$ cat src/rtl/pilot_pkg.sv
// Shared definitions for the pilot round-robin grant sequencer.
// Holds the sequencer state encoding and the fault-code constants.
// No ports; imported by pilot_arb_seq.
package pilot_pkg;

  typedef enum logic [2:0] {
    ST_IDLE    = 3'd0,
    ST_SCAN    = 3'd1,
    ST_HOLD    = 3'd2,
    ST_BACKOFF = 3'd3,
    ST_FAULT   = 3'd4
  } state_t;

  localparam logic [1:0] FC_NONE  = 2'b00;
  localparam logic [1:0] FC_RETRY = 2'b01;
  localparam logic [1:0] FC_WDOG  = 2'b10;

endpackage

$ cat src/rtl/pilot_rr_arb.sv
// Round-robin find-first-set: picks the first set req bit at or above ptr, wrapping at NCH.
// Latency: purely combinational. Backpressure: none, evaluated every cycle.
// Ports: req (NCH request bits), ptr (search start) -> valid (any request), idx (chosen channel).
module pilot_rr_arb #(
  parameter int NCH  = 4,
  parameter int CH_W = $clog2(NCH)
) (
  input  logic [NCH-1:0]  req,
  input  logic [CH_W-1:0] ptr,
  output logic            valid,
  output logic [CH_W-1:0] idx
);

  always_comb begin
    valid = 1'b0;
    idx   = '0;
    for (int k = 0; k < NCH; k++) begin
      int               c;
      logic [CH_W-1:0]  cidx;
      // ptr is always < NCH, so a single subtraction performs the wrap.
      c = int'(ptr) + k;
      if (c >= NCH) c = c - NCH;
      cidx = CH_W'(c);
      if (!valid && req[cidx]) begin
        valid = 1'b1;
        idx   = cidx;
      end
    end
  end

endmodule

$ cat src/rtl/pilot_arb_seq.sv
// Round-robin grant sequencer over NCH channels with bounded nak retries and sticky fault.
// Latency: en->SCAN 1 cycle, grant 1 cycle later; ack->done/gnt drop 1 cycle; all outputs registered.
// Backpressure: a granted channel holds the sequencer until ack/nak (or watchdog expiry when
// PILOT_WDOG_EN is defined); naks back off BACKOFF_CYC cycles before re-granting the same channel.
// Ports: clk/rst (sync, active-high), en/clr from supervisor, req/ack/nak from channels;
// gnt/ch_id/busy/done/retry_cnt/fault/fault_code outputs.
module pilot_arb_seq
  import pilot_pkg::*;
#(
  parameter int NCH         = 4,
  parameter int CH_W        = $clog2(NCH),
  parameter int LOOP_MAX    = 5,
  parameter int CNT_W       = 3,
  parameter int BACKOFF_CYC = 2,
  parameter int WDOG_CYC    = 64
) (
  input  logic            clk,
  input  logic            rst,
  input  logic            en,
  input  logic [NCH-1:0]  req,
  input  logic            ack,
  input  logic            nak,
  input  logic            clr,
  output logic [NCH-1:0]  gnt,
  output logic [CH_W-1:0] ch_id,
  output logic            busy,
  output logic            done,
  output logic [CNT_W-1:0] retry_cnt,
  output logic            fault,
  output logic [1:0]      fault_code
);

  localparam int BO_W = (BACKOFF_CYC < 2) ? 1 : $clog2(BACKOFF_CYC + 1);
  localparam logic [NCH-1:0] ONE_HOT0 = {{(NCH-1){1'b0}}, 1'b1};

  state_t           state_q, state_d;
  logic [CH_W-1:0]  ptr_q, ptr_d;
  logic [NCH-1:0]   gnt_q, gnt_d;
  logic [CH_W-1:0]  ch_id_q, ch_id_d;
  logic             busy_q, busy_d;
  logic             done_q, done_d;
  logic [CNT_W-1:0] retry_q, retry_d;
  logic             fault_q, fault_d;
  logic [1:0]       code_q, code_d;
  logic [BO_W-1:0]  boff_q, boff_d;

`ifdef PILOT_WDOG_EN
  localparam int WD_W = (WDOG_CYC < 2) ? 1 : $clog2(WDOG_CYC + 1);
  logic [WD_W-1:0]  wd_q, wd_d;
`endif

  logic             arb_vld;
  logic [CH_W-1:0]  arb_idx;

  pilot_rr_arb #(
    .NCH  (NCH),
    .CH_W (CH_W)
  ) u_arb (
    .req   (req),
    .ptr   (ptr_q),
    .valid (arb_vld),
    .idx   (arb_idx)
  );

  always_comb begin
    state_d = state_q;
    ptr_d   = ptr_q;
    gnt_d   = gnt_q;
    ch_id_d = ch_id_q;
    done_d  = 1'b0;
    retry_d = retry_q;
    fault_d = fault_q;
    code_d  = code_q;
    boff_d  = boff_q;
`ifdef PILOT_WDOG_EN
    // Zero unless we stay in HOLD, so every HOLD entry starts a fresh count.
    wd_d    = '0;
`endif

    case (state_q)
      ST_IDLE: begin
        if (en) state_d = ST_SCAN;
      end

      ST_SCAN: begin
        if (!en) begin
          state_d = ST_IDLE;
        end else if (arb_vld) begin
          ch_id_d = arb_idx;
          gnt_d   = ONE_HOT0 << arb_idx;
          retry_d = '0;
          state_d = ST_HOLD;
        end
      end

      ST_HOLD: begin
        if (ack) begin
          // ack beats a simultaneous nak.
          gnt_d   = '0;
          done_d  = 1'b1;
          retry_d = '0;
          ptr_d   = (ch_id_q == CH_W'(NCH - 1)) ? '0 : ch_id_q + CH_W'(1);
          state_d = en ? ST_SCAN : ST_IDLE;
        end else if (nak) begin
          gnt_d = '0;
          if (retry_q == CNT_W'(LOOP_MAX - 1)) begin
            retry_d = CNT_W'(LOOP_MAX);
            fault_d = 1'b1;
            code_d  = FC_RETRY;
            state_d = ST_FAULT;
          end else begin
            retry_d = retry_q + CNT_W'(1);
            boff_d  = BO_W'(BACKOFF_CYC);
            state_d = ST_BACKOFF;
          end
        end else begin
`ifdef PILOT_WDOG_EN
          if (wd_q == WD_W'(WDOG_CYC - 1)) begin
            gnt_d   = '0;
            fault_d = 1'b1;
            code_d  = FC_WDOG;
            state_d = ST_FAULT;
          end else begin
            wd_d = wd_q + WD_W'(1);
          end
`endif
        end
      end

      ST_BACKOFF: begin
        // Counter reaches zero after BACKOFF_CYC cycles; the next edge re-grants.
        if (boff_q == '0) begin
          gnt_d   = ONE_HOT0 << ch_id_q;
          state_d = ST_HOLD;
        end else begin
          boff_d = boff_q - BO_W'(1);
        end
      end

      ST_FAULT: begin
        gnt_d = '0;
        if (clr) begin
          fault_d = 1'b0;
          code_d  = FC_NONE;
          retry_d = '0;
          state_d = ST_IDLE;
        end
      end

      default: begin
        gnt_d   = '0;
        state_d = ST_IDLE;
      end
    endcase

    busy_d = (state_d != ST_IDLE) && (state_d != ST_FAULT);
  end

  always_ff @(posedge clk) begin
    if (rst) begin
      state_q <= ST_IDLE;
      ptr_q   <= '0;
      gnt_q   <= '0;
      ch_id_q <= '0;
      busy_q  <= 1'b0;
      done_q  <= 1'b0;
      retry_q <= '0;
      fault_q <= 1'b0;
      code_q  <= FC_NONE;
      boff_q  <= '0;
`ifdef PILOT_WDOG_EN
      wd_q    <= '0;
`endif
    end else begin
      state_q <= state_d;
      ptr_q   <= ptr_d;
      gnt_q   <= gnt_d;
      ch_id_q <= ch_id_d;
      busy_q  <= busy_d;
      done_q  <= done_d;
      retry_q <= retry_d;
      fault_q <= fault_d;
      code_q  <= code_d;
      boff_q  <= boff_d;
`ifdef PILOT_WDOG_EN
      wd_q    <= wd_d;
`endif
    end
  end

  assign gnt        = gnt_q;
  assign ch_id      = ch_id_q;
  assign busy       = busy_q;
  assign done       = done_q;
  assign retry_cnt  = retry_q;
  assign fault      = fault_q;
  assign fault_code = code_q;

endmodule

$ cat config.mk
export PLATFORM = sky130hd
export DESIGN_NAME = pilot_arb_seq
export DESIGN_NICKNAME = d
export VERILOG_FILES = /design/src/rtl/pilot_pkg.sv /design/src/rtl/pilot_rr_arb.sv /design/src/rtl/pilot_arb_seq.sv
export SDC_FILE = /design/constraint.sdc
export NUM_CORES = 1
export LEC_CHECK = 0
export ABC_AREA = 1
export CAP_MARGIN = 20
export CORE_ASPECT_RATIO = 1.4
export CORE_UTILIZATION = 45
export DETAILED_ROUTE_END_ITERATION = 6
export GPL_TIMING_DRIVEN = 0
export PLACE_DENSITY = 0.75
export SYNTH_ARGS = -nofsm -noshare
export SYNTH_HDL_FRONTEND = slang
export SYNTH_HIERARCHICAL = 1
export SYNTH_SLANG_ARGS = --single-unit
export TNS_END_PERCENT = 1
$ cat constraint.sdc
create_clock -name clk -period 1.9 [get_ports clk]
set_input_delay 0.19 -clock clk [delete_from_list [all_inputs] [get_ports clk]]
set_output_delay 0.19 -clock clk [all_outputs]
set_load 0.01 [all_outputs]
# Word level (Yosys, flattened, before mapping)

Index checks and enable logic that the tools add are counted.

Output and inout bits: 14
Flip-flop bits (word level): 21
Input bits: 10
Word-level logic and storage cells: 129

Magnitude comparators: 8
Mux-type cells: 60
Reduce and logical (&&, ||, !) cells: 20
$add $sub $neg: 10
Bitwise gates (word level): 2
Shifts and indexed selects: 2
Eq/ne operators: 17

Operators by type and width:

| operator              | number |
|---|---|
| $mux W3               | 14 |
| $mux W2               | 17 |
| $mux W4               | 5 |
| $reduce_and A5 Y1     | 4 |
| $ne A2 B2 Y1 const B  | 9 |
| $pmux W4 S4           | 1 |
| $pmux W3 S5           | 1 |
| $mux W1               | 14 |
| $lt A2 B3 Y1 const B  | 4 |
| $sub A2 B1 Y2 const B | 5 |
| $ge A3 B3 Y1 const B  | 3 |
| $pmux W3 S3           | 1 |
| $bmux W1 S2           | 4 |
| $pmux W2 S2           | 2 |
| $shl A1 B2 Y4 const A | 2 |
| $add A2 B2 Y3 const B | 2 |
| $eq A3 B2 Y1 const B  | 2 |
| $eq A3 B3 Y1 const B  | 2 |
| $ne A3 B3 Y1 const B  | 2 |
| $reduce_bool A3 Y1    | 2 |
| $logic_and A1 B1 Y1   | 4 |
| $reduce_bool A2 Y1    | 2 |
| $add A2 B1 Y3 const B | 1 |
| $add A3 B1 Y3 const B | 1 |
| other kinds (12)      | 15 |

# Logic depth before layout (Yosys ltp)

Depth in word-level cells: 19
Mapped depth: 17
Depth with buffers taken out: 17

# Hierarchy

The synthesis kept the hierarchy.

Modules (own cells, without submodules):

| module        | cells an instance | seq. area each (um2) | instances | area each (um2) |
|---|---|---|---|---|
| pilot_arb_seq | 162               | 380.4                | 1         | 1096.1 |
| pilot_rr_arb  | 59                | 0.0                  | 1         | 299.0 |

# Worst setup path after synthesis

Ideal clock, no wire load.

Path kind: register to register
Start point: register ptr_q[0]
End point: register retry_q[0] (netlist: retry_cnt[0])
Required time: 1787 ps
Slack: 292 ps
Data arrival time: 1495 ps
Library setup time: 113 ps
Buffers on the path: 1
Stages on the path, launching flop included: 14
Period minus slack after synthesis: 1608 ps
Cells stage by stage: dfxtp_1 > buf_6 > nand2_1 > nand2_4 > nand2_1 > o21ai_1 > nand3b_1 > nor2_1 > nand2_4 > nand3_2 > nor2_4 > nand2_1 > nand2_1 > nor2_1

Word-level cells in the longest chain between the ends: 16
Elaborated cells between the ends (all ways): 35
Those cells by class: add/sub: 7; order compare: 4; eq/ne: 1; mux: 16; reduce/logical: 7

Ends and longest elaborated chain:

| element                                                                | line                 | RTL |
|---|---|---|
| from (decl)                                                            | pilot_arb_seq.sv:37  | `logic [CH_W-1:0] ptr_q, ptr_d;` |
| from (signal assigned)                                                 | pilot_arb_seq.sv:176 | `ptr_q <= ptr_d;` |
| parallel branches: the longest is 13 deep, another holds $add A2 B1 Y3 | --                   |  |
| $mux W1 (*)                                                            | pilot_rr_arb.sv:24   | `if (!valid && req[cidx]) begin` |
| via arb_vld                                                            | pilot_arb_seq.sv:52  | `logic arb_vld;` |
| $ne A2 B2 Y1 (no source line) (*)                                      | --                   |  |
| $reduce_and A5 Y1 (no source line) (*)                                 | --                   |  |
| to (signal assigned)                                                   | pilot_arb_seq.sv:181 | `retry_q <= retry_d;` |
| to (decl)                                                              | pilot_arb_seq.sv:42  | `logic [CNT_W-1:0] retry_q, retry_d;` |

Mark *: on every way through the listed nets, which the timed path passes. The select of a mux whose other input is x is not followed.
A chain may end at the register's enable or synchronous reset.

# Final worst setup path

Start point: register ptr_q[0]
End point: register busy_q (netlist: busy)

Word-level cells in the longest chain between the ends: 19
Elaborated cells between the ends (all ways): 39
Those cells by class: add/sub: 7; order compare: 4; eq/ne: 1; mux: 19; reduce/logical: 8

Ends and longest elaborated chain:

| element                                                                | line                 | RTL |
|---|---|---|
| parallel branches: the longest is 13 deep, another holds $add A2 B1 Y3 | --                   |  |
| $mux W1 (*)                                                            | pilot_rr_arb.sv:24   |  |
| via arb_vld                                                            | pilot_arb_seq.sv:52  |  |
| $mux W3 (*)                                                            | pilot_arb_seq.sv:88  | `end else if (arb_vld) begin` |
| $mux W3 (*)                                                            | pilot_arb_seq.sv:86  | `if (!en) begin` |
| $pmux W3 S5 (*)                                                        | pilot_arb_seq.sv:80  | `case (state_q)` |
| $ne A3 B3 Y1 or $reduce_bool A3 Y1 (tied branches)                     | pilot_arb_seq.sv:156 | `busy_d = (state_d != ST_IDLE) && (state_d != ST_FAULT);` |
| $logic_and A1 B1 Y1 (*)                                                | pilot_arb_seq.sv:156 |  |
| to (signal assigned)                                                   | pilot_arb_seq.sv:179 | `busy_q <= busy_d;` |
| to (decl)                                                              | pilot_arb_seq.sv:40  | `logic busy_q, busy_d;` |

Marks and branches as above.

==> metrics.cfg <==
[place]
place_ws_ps=-45.1
gp_congestion=0.886
numPortBuffers=22
hpwl_microns=2380

[global_route]
grt_start_max_net_pins=12
grt_pass1_wl_microns=4820
grt_pass1_vias=1278
track_usage_pct=18.8
grt-ovfl-total=0
antenna_found_initial=0

[die]
die_area_sq_um=3330
core_sq_um=2910
rows=23
start_util_pct=48.0
die_y_microns=67.9
boundaryPins=24
die_w_microns=49.1

[clock_tree]
clk_pin_slew_ps=70
cts_root_buffer=clkbuf_8
cts_tree=done
htreeDepth=1
numCtsBuffers=3
clock_latency_ps=250
clk_path_buf_depth=2
clock_sinks=19

[cells_and_area]
antenna_cells=0
nets=262
syn2layout_area_growth_pct=23.7
layout-drive-gt1-share_pct=17.8

[timing]
final.setup.worst_slack_ps=167
fmax_mhz=577
fin_skew_ps=6.39
hold_violations=0
hold_ws_ps=481
final.min_clock_period_ps=1730
min_period_over_period_pct=91.2
rsz0062_at_grt=false
setup_viol=0
drv_slew=0

[critical_path]
crit_type=reg -> reg
required_ps=2040
startpoint_type=flop
worst-path-max-fanout=10
crit_arrival_ps=1880
critPathCaptureType=flop

[run_status]
status=completed

[synthesis]
synth_top_area_cell=dfxtp_1
synthTopCellsByArea=dfxtp_1, nand2_1, nor2_1
synth_cell_type_count=23
syn_nets=235
syn_area_sq_um=1400
async_reset_ff_share_pct=0
syn_area_per_cell_sq_um=6.31
synth_top_area_share_pct=27.3
synth_cells=221
synth_warnings=6
synth_edf_count=0
ys_seq_area_share_pct=27.3
synth_flop_cell=dfxtp_1
ys_ff_latch=19

[route]
finalWirelength_microns=2890
num_vias=1381
antenna_left=0
first_pass_iters=4
drtIter0Drc=17
via_per_inst=4.86
route.detailed.drc=0
wl_per_cell_microns=10.2

[power_and_ir_drop]
p_leak_uw=0.000865
ir_worst_vdd_uv=307
power.density_nw_per_um2=594

[flow_run]
cap_violations=0

[hold_path]
hold_class=reg -> reg

==> metrics by stage <==
stage / util (%) / instance area, sq um / total power, uW / TNS (ps) / instances
after CTS: 58.8 / 1710 / 1030 / 0 / 284
after detailed placement: 57.2 / 1660 / 755 / -195 / 280
final: 59.4 / 1730 / 1020 / 0 / 284
after global placement: 57.2 / 1660 / 747 / -18.0 / 280
after global routing: 59.4 / 1730 / 1090 / 0 / 284
after floorplan: - / 1400 / 652 / 0 / 221
==> layer usage <==
metal / up-vias / share of wire (%) / track usage, %
met2: 24 / 58 / 41.5
met3: 8 / 2.1 / 2.44
met1: 613 / 37 / 15.7
met4: 0 / 2.8 / 10.3
li1: 736 / - / -
met5: - / 0 / 0
==> Yosys cell counts (4+ instances only) <==
library cell,count
a21oi_1,4
nand2_4,4
nand2_1,64
nand3_1,15
nand2_2,9
nor2_1,33
o21ai_0,11
inv_1,26
inv_2,5
ha_1,4
nand3_2,7
dfxtp_1,19
==> cell families after synthesis <==
family                   after synthesis  synth area share (%)
AO/OA/AOI/OAI                         18                  6.82
other                                  1                 0.269
adder cells (fa/ha/maj)                4                  3.59
flip-flops                            19                  27.3
AND/OR/NAND/NOR                      144                  51.3
buffers and inverters                 35                  10.8
==> critical path, cell delays in order, from the launching register on <==
cell and delay, ps:
dfxtp_4 360, buf_8 140, nand2_1 100, nand2_4 80, nand2_2 60, nand2_2 60
nor2_4 110, nand3b_1 140, nand4_1 150, nand2_1 80, o21ai_0 250, nand2_1 90
==> registers in the layout (all words and copies together), names as in the netlist <==
register,flops
ch_id,2
ptr_q,2
gnt,4
retry_cnt,3
done,1
state_q,3
boff_q,2
fault_code,1
busy,1
==> what timing repair did <==
item / in CTS / in global routing
hold buffers: 0 / 0
endpoints found under the setup margin: 0 / 10
buffers inserted: 0 / 0
gates resized for setup: 0 / 9
==> power breakdown <==
| group | switching, uW | leakage, uW | internal [uW] |
|---|---|---|---|
| Sequential | 22.2 | 0.000156 | 424 |
| Combinational | 166 | 0.000683 | 135 |
| Clock | 132 | 0.0000255 | 146 |
==> cell type report <==
cell class              count  area [sq um]
multi-input cells         167           873
inverters                  31           116
repair buffers             22           220
clock inverters             1          5.00
clock buffers               3          41.3
well taps                  37          46.3
flip-flops and latches     19           385
fillers                   292          1180
plain buffers               4          37.5
==> worst paths after layout <==
kind	from	to	slack, ps	depth (start not counted)
worst max-delay path	ptr_q[0]	busy	170	11
worst min register to register	gnt[0]	gnt[0]	480	2
worst min-delay path	gnt[0]	gnt[0]	480	2
worst max register to register	ptr_q[0]	busy	170	11
==> cells in the final DEF, fill, tap and decap left out <==
cell,count
dfxtp_2,1
nand2_1,63
nand2_2,10
nand3b_1,2
o21ai_2,1
dfxtp_4,1
clkbuf_8,3
nor2_8,1
nor2_2,3
nand3_1,15
o21ai_1,3
a21oi_1,4
inv_1,26
o21ai_0,9
dfxtp_1,17
buf_4,3
nor2_1,32
inv_2,5
nor3_1,1
o211a_1,1
nand3_2,7
nor2_4,3
clkdlybuf4s50_1,22
buf_8,1
conb_1,1
ha_1,4
nand2_4,4
nand4_1,3
clkinv_2,1
No activity file was read; power rests on OpenSTA's default activity.
